$ cat src/rtl/hd44780_cmd_arbiter_pkg.sv
// Shared types and helpers for the HD44780 command arbiter.
package hd44780_cmd_arbiter_pkg;

  localparam int unsigned DEF_NUM_REQ    = 4;
  localparam int unsigned DEF_RAM_AWIDTH = 8;
  localparam int unsigned DEF_BUSY_WAIT  = 15;

  typedef enum logic [2:0] {
    ST_IDLE      = 3'd0,
    ST_STROBE    = 3'd1,
    ST_WAIT_BUSY = 3'd2,
    ST_RUN       = 3'd3,
    ST_DONE      = 3'd4
  } state_e;

  // ceil(log2(v)) with a floor of 1 so single-value ranges still get a bit.
  function automatic int unsigned clog2_min1(input int unsigned v);
    int unsigned r;
    r = 0;
    for (int unsigned p = 1; p < v; p = p << 1) r++;
    return (r == 0) ? 1 : r;
  endfunction

endpackage

$ cat src/rtl/hd44780_cmd_arbiter_rr_picker.sv
// Round-robin winner search: first asserted request after last_i, wrapping.
module hd44780_cmd_arbiter_rr_picker
  import hd44780_cmd_arbiter_pkg::*;
#(
  parameter int unsigned NUM_REQ = DEF_NUM_REQ,
  parameter int unsigned IDX_W   = clog2_min1(NUM_REQ)
) (
  input  logic [NUM_REQ-1:0] req_i,
  input  logic [IDX_W-1:0]   last_i,
  output logic [IDX_W-1:0]   win_idx_o,
  output logic               valid_o
);

  int unsigned cand;

  always_comb begin
    win_idx_o = '0;
    valid_o   = 1'b0;
    cand      = 0;
    for (int unsigned i = 1; i <= NUM_REQ; i++) begin
      cand = (32'(last_i) + i) % NUM_REQ;
      if (!valid_o && req_i[cand[IDX_W-1:0]]) begin
        valid_o   = 1'b1;
        win_idx_o = cand[IDX_W-1:0];
      end
    end
  end

endmodule

$ cat src/rtl/hd44780_cmd_arbiter.sv
// Shares one hd44780_controller among NUM_REQ requesters: round-robin grant,
// single-cycle strobe, busy/error handshake tracking, per-requester done/err.
module hd44780_cmd_arbiter
  import hd44780_cmd_arbiter_pkg::*;
#(
  parameter int unsigned NUM_REQ    = DEF_NUM_REQ,
  parameter int unsigned ram_awidth = DEF_RAM_AWIDTH,
  parameter int unsigned BUSY_WAIT  = DEF_BUSY_WAIT
) (
  input  logic                          CLK_I,
  input  logic                          RST_I,
  input  logic [NUM_REQ-1:0]            i_req,
  input  logic [NUM_REQ*ram_awidth-1:0] i_start_addrs,
  output logic [NUM_REQ-1:0]            o_grant,
  output logic [NUM_REQ-1:0]            o_done,
  output logic [NUM_REQ-1:0]            o_err,
  output logic                          o_ctrl_stb,
  output logic [ram_awidth-1:0]         o_ctrl_start_addr,
  input  logic                          i_ctrl_busy,
  input  logic                          i_ctrl_error,
  output logic                          o_busy
);

  localparam int unsigned IDX_W = clog2_min1(NUM_REQ);
  localparam int unsigned CNT_W = clog2_min1(BUSY_WAIT + 1);
  localparam logic [CNT_W-1:0] CNT_MAX  = CNT_W'(BUSY_WAIT);
  localparam logic [IDX_W-1:0] RR_RESET = IDX_W'(NUM_REQ - 1);

  state_e                  state_q, state_d;
  logic [IDX_W-1:0]        idx_q, idx_d;
  logic [IDX_W-1:0]        rr_q, rr_d;
  logic [CNT_W-1:0]        cnt_q, cnt_d;
  logic [CNT_W-1:0]        cnt_inc;
  logic [NUM_REQ-1:0]      grant_q, grant_d;
  logic [NUM_REQ-1:0]      done_q, done_d;
  logic [NUM_REQ-1:0]      err_q, err_d;
  logic                    stb_q, stb_d;
  logic                    busy_q, busy_d;
  logic [ram_awidth-1:0]   addr_q, addr_d;
  logic [ram_awidth-1:0]   addr_sel;
  logic [IDX_W-1:0]        win_idx;
  logic                    win_valid;

  hd44780_cmd_arbiter_rr_picker #(
    .NUM_REQ (NUM_REQ),
    .IDX_W   (IDX_W)
  ) u_picker (
    .req_i     (i_req),
    .last_i    (rr_q),
    .win_idx_o (win_idx),
    .valid_o   (win_valid)
  );

  // Start-address slice of the current round-robin winner.
  always_comb begin
    addr_sel = '0;
    for (int unsigned k = 0; k < NUM_REQ; k++) begin
      if (win_idx == IDX_W'(k)) addr_sel = i_start_addrs[k*ram_awidth +: ram_awidth];
    end
  end

  // Saturating timeout increment.
  assign cnt_inc = (cnt_q == CNT_MAX) ? cnt_q : cnt_q + CNT_W'(1);

  always_comb begin
    state_d = state_q;
    idx_d   = idx_q;
    rr_d    = rr_q;
    cnt_d   = cnt_q;
    grant_d = grant_q;
    addr_d  = addr_q;
    done_d  = '0;
    err_d   = '0;
    stb_d   = 1'b0;

    unique case (state_q)
      ST_IDLE: begin
        // Controller busy here means power-on init or a foreign sequence.
        if (win_valid && !i_ctrl_busy) begin
          state_d = ST_STROBE;
          idx_d   = win_idx;
          grant_d = NUM_REQ'(1) << win_idx;
          addr_d  = addr_sel;
          stb_d   = 1'b1;
        end
      end
      ST_STROBE: begin
        cnt_d   = '0;
        state_d = ST_WAIT_BUSY;
      end
      ST_WAIT_BUSY: begin
        if (i_ctrl_busy) begin
          state_d = ST_RUN;
        end else begin
          cnt_d = cnt_inc;
          if (cnt_inc == CNT_MAX) begin
            state_d = ST_DONE;
            done_d  = grant_q;
            err_d   = grant_q;
          end
        end
      end
      ST_RUN: begin
        if (!i_ctrl_busy) begin
          state_d = ST_DONE;
          done_d  = grant_q;
          err_d   = i_ctrl_error ? grant_q : '0;
        end
      end
      ST_DONE: begin
        rr_d    = idx_q;
        grant_d = '0;
        cnt_d   = '0;
        state_d = ST_IDLE;
      end
      default: begin
        state_d = ST_IDLE;
        grant_d = '0;
      end
    endcase

    busy_d = (state_d != ST_IDLE);
  end

  always_ff @(posedge CLK_I or negedge RST_I) begin
    if (!RST_I) begin
      state_q <= ST_IDLE;
      idx_q   <= '0;
      rr_q    <= RR_RESET;
      cnt_q   <= '0;
      grant_q <= '0;
      done_q  <= '0;
      err_q   <= '0;
      stb_q   <= 1'b0;
      busy_q  <= 1'b0;
      addr_q  <= '0;
    end else begin
      state_q <= state_d;
      idx_q   <= idx_d;
      rr_q    <= rr_d;
      cnt_q   <= cnt_d;
      grant_q <= grant_d;
      done_q  <= done_d;
      err_q   <= err_d;
      stb_q   <= stb_d;
      busy_q  <= busy_d;
      addr_q  <= addr_d;
    end
  end

  assign o_grant           = grant_q;
  assign o_done            = done_q;
  assign o_err             = err_q;
  assign o_ctrl_stb        = stb_q;
  assign o_ctrl_start_addr = addr_q;
  assign o_busy            = busy_q;

endmodule

$ cat config.mk
export PLATFORM = sky130hd
export DESIGN_NAME = hd44780_cmd_arbiter
export DESIGN_NICKNAME = d
export VERILOG_FILES = /design/src/rtl/hd44780_cmd_arbiter_pkg.sv /design/src/rtl/hd44780_cmd_arbiter_rr_picker.sv /design/src/rtl/hd44780_cmd_arbiter.sv
export SDC_FILE = /design/constraint.sdc
export NUM_CORES = 1
export LEC_CHECK = 0
export ABC_AREA = 1
export BUFFER_PORTS_ARGS = -buffer_cell sky130_fd_sc_hd__buf_2
export CAP_MARGIN = 20
export CORE_MARGIN = 8
export CORE_UTILIZATION = 35
export CTS_CLUSTER_SIZE = 30
export DETAILED_ROUTE_END_ITERATION = 12
export GPL_TIMING_DRIVEN = 0
export SLEW_MARGIN = 20
export SYNTH_ARGS = -nofsm -noshare
export SYNTH_HDL_FRONTEND = slang
export SYNTH_SLANG_ARGS = --single-unit
export TNS_END_PERCENT = 30
$ cat constraint.sdc
create_clock -name CLK_I -period 5.75 [get_ports CLK_I]
set_input_delay 0.575 -clock CLK_I [delete_from_list [all_inputs] [get_ports CLK_I]]
set_output_delay 0.575 -clock CLK_I [all_outputs]
set_load 0.02 [all_outputs]
==> metrics.md <==
| Metric | Value |
|---|---|
| Layout area overhead | 25.7% |
| Clock buffer depth | 2 |
| Hold-fix buffers at CTS | 0 |
| Tightest Pin Transition | 0.733 ns |
| Clock slew at reported path FFs | 0.07 ns |
| Commonest non-fill, non-tap cell in the layout | nand2_1 |
| Period minus WS final | 2.06 ns |
| Final setup viols | 0 |
| Synth Register Bits | 33 |
| HPWL reported at the end of detailed placement | 3850 um |
| Gate Count Post-Synth | 266 |
| Worst setup SP type | flop |
| Fin crit share | 35.8% |
| HP Class | in2async |
| Worst slew margin | 51.2% |
| Drt pass-1 iters | 4 |
| Crit path buf inv count | 3 |
| Final Hold Fails | 0 |
| CTS H-Tree Depth | 2 |
| DP Area | 2330 sq um |
| Critical path endpoint category | flop |
| VDD IR max | 258 uV |
| Cell family with most CP delay | simple AND/OR/NAND/NOR gates |
| Leakage | 1.36 nW |
| Warnings, synthesis | 0 |
| CTS tree | yes |
| Mean post-synth cell area | 7.28 sq um |
| TNS Setup | 0 ns |
| Clock Skew | 0.00397 ns |
| Status | completed |
| Initial core utilization | 35.6% |
| N_diodes | 0 |
| Final WL | 4830 um |
| FMAX | 486 MHz |
| Most common cell on crit path | nand2_1 |
| CTS root buf | clkbuf_8 |
| Post-CTS Setup Inserts | 0 |
| Final setup margin | 3.69 ns |
| Iteration-0 DRC Markers | 31 |
| Area of all placed cells without fillers | 2430 sq um |
| CP max-delay cell | dfstp_2 |
| Critical Path Max Stage Delay | 0.53 ns |
| Core ar. | 5440 sq um |
| Yosys cell types | 29 |
| Crit path required time | 5.93 ns |
| Routability cong. | 0.825 |
| Setup CP Type | reg2reg |
| Arr. time, crit path | 2.23 ns |
| Power per cell area | 559 nW/um^2 |
| Cts repair resizes | 0 |
| Max Cap Viol | 0 |
| Vias | 1,853 |
| Remaining Overflow, GRT | 0 |
| Port Buffers | 61 |
| Mapped Area | 1940 sq um |
| Initial antenna violation count | 0 |
| Post-Layout Cell Count | 407 |
| RSZ-0062 raised after global routing | false |
| CP max FO | 10 |
| Ports | 62 |
| DR WL/cell | 11.9 um |
| Share of cells above drive strength 1 | 30.7% |
| Setup WS pre-CTS | 3.66 ns |
| Worst-Skew Late Latency | 0.28 ns |
| Avg Vias per Cell | 4.55 |
| Largest net degree at the start of global routing | 34 |
| Residual DRC | 0 |
| First-pass GRT wire length | 8130 um |
| Chip height | 90.4 um |
| Placed Cells incl. Taps | 399 |
| Total die area | 8170 sq um |
| CP cell instances | buf_6 > inv_6 > nand2_1 > nand2_2 > nand2_2 > nand2_1 > nor2_2 > nand3_1 > nand3_1 > buf_4 > nand3_1 > nor2_1 > nor2_1 > nand2_1 > nand2_1 |
| Post-synthesis sequential area ratio | 42.8% |
| Post-DRT Antenna Nets | 0 |
| Most frequent cells in the layout | nand2_1, buf_2, inv_1, dfrtp_1, nand3_1 |
| Clock sink count | 33 |
| Post-synth net total | 307 |
| Finished Core Util | 44.7% |
| Num rows | 27 |
| Chip Width | 90.4 um |
| Gr usage total | 12.1% |
| CTS Buf Count | 5 |
| Vias in the first global route | 1,854 |
| Layout net count | 375 |
| Slew Limit Fails | 0 |
==> metal layers <==
metal | up-vias | global-route usage (%) | share of wire [%]
met1 | 825 | 14.3 | 46
met3 | 7 | 4.32 | 6.3
met4 | 0 | 4.85 | 1.7
met2 | 46 | 19.4 | 46
li1 | 975 | - | -
met5 | - | 0 | 0
==> final timing paths <==
check | startpoint | endpoint | slack, ns | cells after the start
min in group CLK_I | o_ctrl_start_addr[1]$_DFFE_PN0P_ | o_ctrl_start_addr[1]$_DFFE_PN0P_ | 0.50 | 2
max in group asynchronous | RST_I | o_err[1]$_DFF_PN0_ | 4.94 | 1
setup reg to reg | rr_q[0]$_DFFE_PN1N_ | o_ctrl_start_addr[6]$_DFFE_PN0P_ | 3.69 | 15
hold reg to reg | o_ctrl_start_addr[1]$_DFFE_PN0P_ | o_ctrl_start_addr[1]$_DFFE_PN0P_ | 0.50 | 2
hold / removal | RST_I | o_ctrl_start_addr[7]$_DFFE_PN0P_ | 0.35 | 1
setup / recovery | rr_q[0]$_DFFE_PN1N_ | o_ctrl_start_addr[6]$_DFFE_PN0P_ | 3.69 | 15
==> sequential cells by signal (all words and copies together), names as in the netlist, 2 cells and up <==
signal	count
o_grant	4
idx_q	2
cnt_q	4
state_q	3
o_ctrl_start_addr	8
rr_q	2
o_done	4
o_err	4
==> cell usage after synthesis (all sizes together) <==
cell type | n | area, sq um
nand3 | 25 | 135
xor2 | 1 | 8.76
nor3 | 9 | 45.0
o22ai | 6 | 37.5
o21bai | 1 | 11.3
nand2 | 99 | 402
dfrtp | 31 | 776
a21oi | 4 | 20.0
dfstp | 2 | 52.6
nand3b | 2 | 15.0
o21ai | 12 | 60.1
nand4 | 2 | 12.5
ha | 1 | 12.5
or2 | 2 | 12.5
nor3b | 1 | 12.5
a21boi | 2 | 15.0
clkinv | 1 | 3.75
nor2 | 24 | 118
inv | 36 | 140
buf | 5 | 46.3
==> through the flow <==
step | total power [mW] | hold slack (ns)
after floorplan | 0.982 | 0.279
after detailed placement | 1.18 | 0.486
after CTS | 1.37 | 0.371
final | 1.36 | 0.350
after global routing | 1.50 | 0.392
after global placement | 1.17 | 0.474
==> worst reg2reg max path, stage by stage, from the launching register on <==
cell and delay (ns):
dfstp_2 0.53, buf_6 0.13, inv_6 0.05, nand2_1 0.06
nand2_2 0.07, nand2_2 0.06, nand2_1 0.07, nor2_2 0.11
nand3_1 0.10, nand3_1 0.13, buf_4 0.20, nand3_1 0.14
nor2_1 0.11, nor2_1 0.05, nand2_1 0.08, nand2_1 0.05
==> final cells by class <==
cell class,instances,area [sq um]
Buffer,5,46.3
Clock inverter,1,5.00
Timing Repair Buffer,61,305
Tap cell,72,90.1
Multi-Input combinational cell,191,917
Inverter,37,144
Clock buffer,7,96.3
Sequential cell,33,828
Fill cell,563,3010
==> power breakdown <==
group / switching, mW / total (mW) / leakage [nW] / internal [mW]
clock network: 0.0812 / 0.189 / 0.0542 / 0.108
registers: 0.0452 / 0.358 / 0.423 / 0.313
logic: 0.533 / 0.813 / 0.879 / 0.280
==> cells by family after synthesis <==
family,count (synthesis),share of synthesized area (%)
AND/OR/NAND/NOR,164,38.8
flip-flops,33,42.8
XOR/XNOR,1,0.453
buffers and inverters,42,9.83
AO/OA/AOI/OAI,25,7.43
adder cells (fa/ha/maj),1,0.646
Note: power is estimated with default switching activity, not from simulation.
